## src/rtl/counter_checker_sat_counter.sv

```systemverilog
// Saturating up-counter with priority synchronous clear; holds at all-ones.
module sat_counter #(
    parameter int W = 8
) (
    input  logic         ck,
    input  logic         res,
    input  logic         inc,
    input  logic         clr,
    output logic [W-1:0] cnt
);

    // NOTE: sequential state uses non-blocking assignments so every flop samples pre-edge values.
    always_ff @(posedge ck or negedge res) begin
        if (!res) begin
            cnt <= '0;
        end else if (clr) begin
            cnt <= '0;
        end else if (inc && (cnt != '1)) begin
            cnt <= cnt + 1'b1;
        end
    end

endmodule

```

## config.mk

```make
export PLATFORM = sky130hd
export DESIGN_NAME = sat_counter
export DESIGN_NICKNAME = d
export VERILOG_FILES = /design/src/rtl/counter_checker_sat_counter.sv
export SDC_FILE = /design/constraint.sdc
export NUM_CORES = 1
export LEC_CHECK = 0
export BUFFER_PORTS_ARGS = -buffer_cell sky130_fd_sc_hd__buf_2
export CORE_MARGIN = 3
export CORE_UTILIZATION = 35
export CTS_CLUSTER_SIZE = 24
export DETAILED_ROUTE_END_ITERATION = 7
export PLACE_DENSITY = 0.58
export SYNTH_ARGS = -nofsm -noshare
export SYNTH_HDL_FRONTEND = slang
export SYNTH_SLANG_ARGS = --single-unit
```

## constraint.sdc

```tcl
create_clock -name ck -period 2.9 [get_ports ck]
set_clock_uncertainty 0.2 [all_clocks]
set_input_delay 0.145 -clock ck [delete_from_list [all_inputs] [get_ports ck]]
set_output_delay 0.145 -clock ck [all_outputs]
set_load 0.02 [all_outputs]
```

# [Word-level counts from Yosys, hierarchy flattened]
# Index checks and enable logic that the tools add are counted.
[op_classes] eq_ne=1 n_reduce_logical=2 muxes=2 add_sub_neg=1
[ops] op="$mux 8" n=2
[ops] op="$add 8x1->8 const B" n=1
[ops] op="$ne 8x8->1 const B" n=1
[ops] op="$reduce_bool 2->1" n=1
[ops] op="$logic_and 1x1->1" n=1
[totals] input_bits=4 elab_cells=7 regBits=8 out_inout_bits=8

# [Depth between registers and ports, before layout]
[depth] depth_word=4 depth_mapped=4 depth_no_buf=4

# [Worst setup path after synthesis]
# OpenSTA, ideal clock, no wires.
[synth_path] path_kind="reg2reg" start="reg cnt[0]" end="reg cnt[0]" setup_slack_ns=1.009 arrival_ns=1.567 setup_time_ns=0.125 required_ns=2.575 stages_incl_launch_ff=5 period_less_slack_ns=1.891 n_path_buf=0 path_cell_list="dfrtp_1 -> ha_1 -> and4_2 -> a21boi_1 -> mux2_2"
[synth_via] elab_chain_len=3 elab_cells_between_ends=6 classes_between="add/sub: 1; eq/ne: 1; mux: 2; reduce/logical: 2"
[synth_rtl] element="start, declared" line_no="9" source="output logic [W-1:0] cnt"
[synth_rtl] element="start signal, assigned" line_no="19" source="cnt <= cnt + 1'b1;"
[synth_rtl] element="$add 8x1->8 / $ne 8x8->1 (equally long branches)" line_no="19, 18"
[synth_rtl] element="$mux 8 / $logic_and 1x1->1 (equally long branches)" line_no="18" source="end else if (inc && (cnt != '1)) begin"
[synth_rtl] element="$mux 8 / $reduce_bool 2->1 (equally long branches)"
# Parallel ways exist; a longest one is shown, timed or not. The select of a mux whose other input is x is not followed.
# A chain may end at the register's enable or synchronous reset.

# [Worst setup path after layout]
# Same ends and word-level chain as after synthesis.

==> flow_summary_export.csv <==
group,metric,value,unit
sta,tightestPinTransition,0.373,ns
clocking,tritoncts,"built",
worst_setup_path,cp_slowest_cell,"dfrtp_1",
clocking,cts.sinks,8,
grt,grt_first_pass_wirelength,1570,um
logic_synthesis,synth_cells,49,
sta,hold_ws,0.00620,ns
finish,finish.net_count,69,
floorplan,core,0.00117,sq mm
logic_synthesis,syn_area_per_cell,9.47,sq um
power_and_ir_drop,clkPwrFrac,0.372,
grt,grt.total_usage,0.121,
logic_synthesis,synth-edff-count,0,
place,dp_hpwl,742,um
drt,drc,0,
power_and_ir_drop,vdd_drop_max,0.218,mV
grt,overflow,0,
logic_synthesis,syn-num-nets,54,
floorplan,die_h,42.4,um
place,gp_congestion,0.686,
finish,multi_input_comb_area,248,sq um
floorplan,dieArea,0.00180,sq mm
grt,antenna_found_initial,0,
drt,vias_per_cell,5.38,
clocking,cts.repair.resized,0,
clocking,cts_root_buffer,"clkbuf_4",
power_and_ir_drop,powerDensity,404,mW/mm^2
worst_setup_path,crit_path_end_kind,"flip-flop",
logic_synthesis,ys_warn_count,0,
place,io_buffers,11,
finish,layout_commonest_cell,"buf_2",
sta,finalHoldViolations,0,
finish,diodes,0,
finish,top_register,"cnt",
worst_setup_path,worstPathRequired,2.84,ns
place,post-place-ws,0.995,ns
worst_setup_path,crit_chain,"ha_1 > and4_2 > a21boi_1 > mux2_2",
logic_synthesis,ys_ff_latch,8,
grt,grt_max_degree,12,
sta,setup_tns,0,ns
power_and_ir_drop,power_frac_comb,0.105,
drt,vias,409,
sta,post-route-period-util,0.656,
sta,setup_viol,0,
worst_setup_path,critPathArrivalTime,1.84,ns
power_and_ir_drop,power.leakage,0.259,nW
drt,wl_per_cell,13.5,um
floorplan,die_x,42.4,um
floorplan,io_pins,12,
worst_setup_path,cp-start-kind,"flip-flop",
drt,drt_iter0_drc,2,
worst_setup_path,slowest_delay,0.43,ns
finish,largest_register_ffs,8,
logic_synthesis,synth_cell_type_count,28,
worst_setup_path,path_class,"reg -> reg",
finish,layout-drive-gt1-share,0.290,
worst_setup_path,critPathMaxFanout,7,
logic_synthesis,async_reset_ff_frac,1.00,
finish,top_regs,"cnt x8",
logic_synthesis,ys.flop_type,"dfrtp_1",
power_and_ir_drop,seqPwrFrac,0.523,
drt,postRouteAntennaNets,0,
drt,finalWirelength,1030,um
finish,final_cell_mix,"buf_2, dfrtp_1, nor3_1",
sta,period_minus_slack,1.90,ns
floorplan,start_util,0.396,
power_and_ir_drop,power_switching_share,0.243,
power_and_ir_drop,p_int,0.000171,W
floorplan,std_cell_rows,12,
sta,grt_setup_unrepaired,"no",
sta,relSlewSlack,0.745,
clocking,clkLatencyLatePin,0.25,ns
power_and_ir_drop,p_switching,0.0000550,W
clocking,clockBufferDepth,2,
clocking,clk_pin_slew,0.05,ns
clocking,h-tree-depth,1,
sta,drv_slew,0,
finish,seqCellArea,200,sq um
sta,fmax,525,MHz
grt,grt_pass1_vias,345,
logic_synthesis,yosysSeqAreaShare,0.431,
sta,fin_ws,0.996,ns
logic_synthesis,syn_area,464,sq um
min_path,hp-class,"in -> reg",
finish,fillers,111,
finish,areaGrowthSynthToFinish,20.8,%
drt,drt_pass1_iterations,4,
clocking,cts_buffers,3,
job,drv_cap,0,
status,status,"finished, final reports clean",
[synth_stat cells, types with 2 or more instances]
cell,instances,area (sq um)
mux2_2,2,22.5
nand2_1,2,7.51
a21oi_1,3,15.0
nand2b_1,3,18.8
inv_1,2,7.51
nand3_1,2,10.0
nor3_1,4,20.0
nor2_1,2,7.51
dfrtp_1,8,200
nor2b_1,3,18.8
[layout make-up]
type	count	share of cell area
clock buffers	3	0.0402
inverters	2	0.0134
multi-input cells	37	0.442
flip-flops and latches	8	0.357
well taps	14	0.0312
repair buffers	12	0.116
[per-stage QoR]
step                      area, sq um  std cells  power [W]  utilization
final                             561         76   0.000226        0.479
after global routing              561         76   0.000239        0.479
after CTS                         561         76   0.000230        0.479
after detailed placement          528         72   0.000144        0.451
after global placement            528         72   0.000143        0.451
after floorplan                   464         49   0.000134            -
[timing repair]
item                       4_1_cts  5_1_grt
setup endpoints to repair        0        0
hold buffers                     1        0
hold endpoints to repair         8        0
buffers inserted                 0        0
[worst max-delay path, delay by kind of cell, from the launching register on]
family | cells | cell delay (ns)
AOI/OAI and AO/OA | 1 | 0.22
adders and majority gates | 1 | 0.29
DFF | 1 | 0.43
muxes | 1 | 0.36
and+or+nand+nor | 1 | 0.29
[power by group through the flow]
stage               registers, W  clock network (W)   logic, W
floorplan               0.000123                  0  0.0000114
global placement        0.000120                  0  0.0000235
detailed placement      0.000120                  0  0.0000233
CTS                     0.000118          0.0000878  0.0000243
global route            0.000119          0.0000931  0.0000272
finish                  0.000118          0.0000841  0.0000238
[logic make-up after synthesis]
| group | share of synthesized area |
|---|---|
| buf+inv | 0.0350 |
| fa+ha+maj | 0.0269 |
| simple gates | 0.310 |
| flops | 0.431 |
| mux | 0.0701 |
| compound gates | 0.127 |
[path summary, 6_finish.rpt]
kind,cells after the start,slack (ns),from,endpoint
max in group asynchronous,2,2.27,res,cnt[5]$_DFFE_PN0P_
setup reg to reg,4,1.0,cnt[0]$_DFFE_PN0P_,cnt[0]$_DFFE_PN0P_
min in group asynchronous,2,0.06,res,cnt[6]$_DFFE_PN0P_
setup / recovery,4,1.0,cnt[0]$_DFFE_PN0P_,cnt[0]$_DFFE_PN0P_
hold reg to reg,2,0.38,cnt[7]$_DFFE_PN0P_,cnt[7]$_DFFE_PN0P_
hold / removal,2,0.006,clr,cnt[7]$_DFFE_PN0P_
[routing by layer]
metal	global-route usage	up-vias	part of all wire
li1	-	209	-
met1	0.141	186	0.46
met2	0.182	14	0.47
met3	0.0773	0	0.072
met4	0.0373	0	0
met5	0	-	0
(Power assumes the default switching activity.)
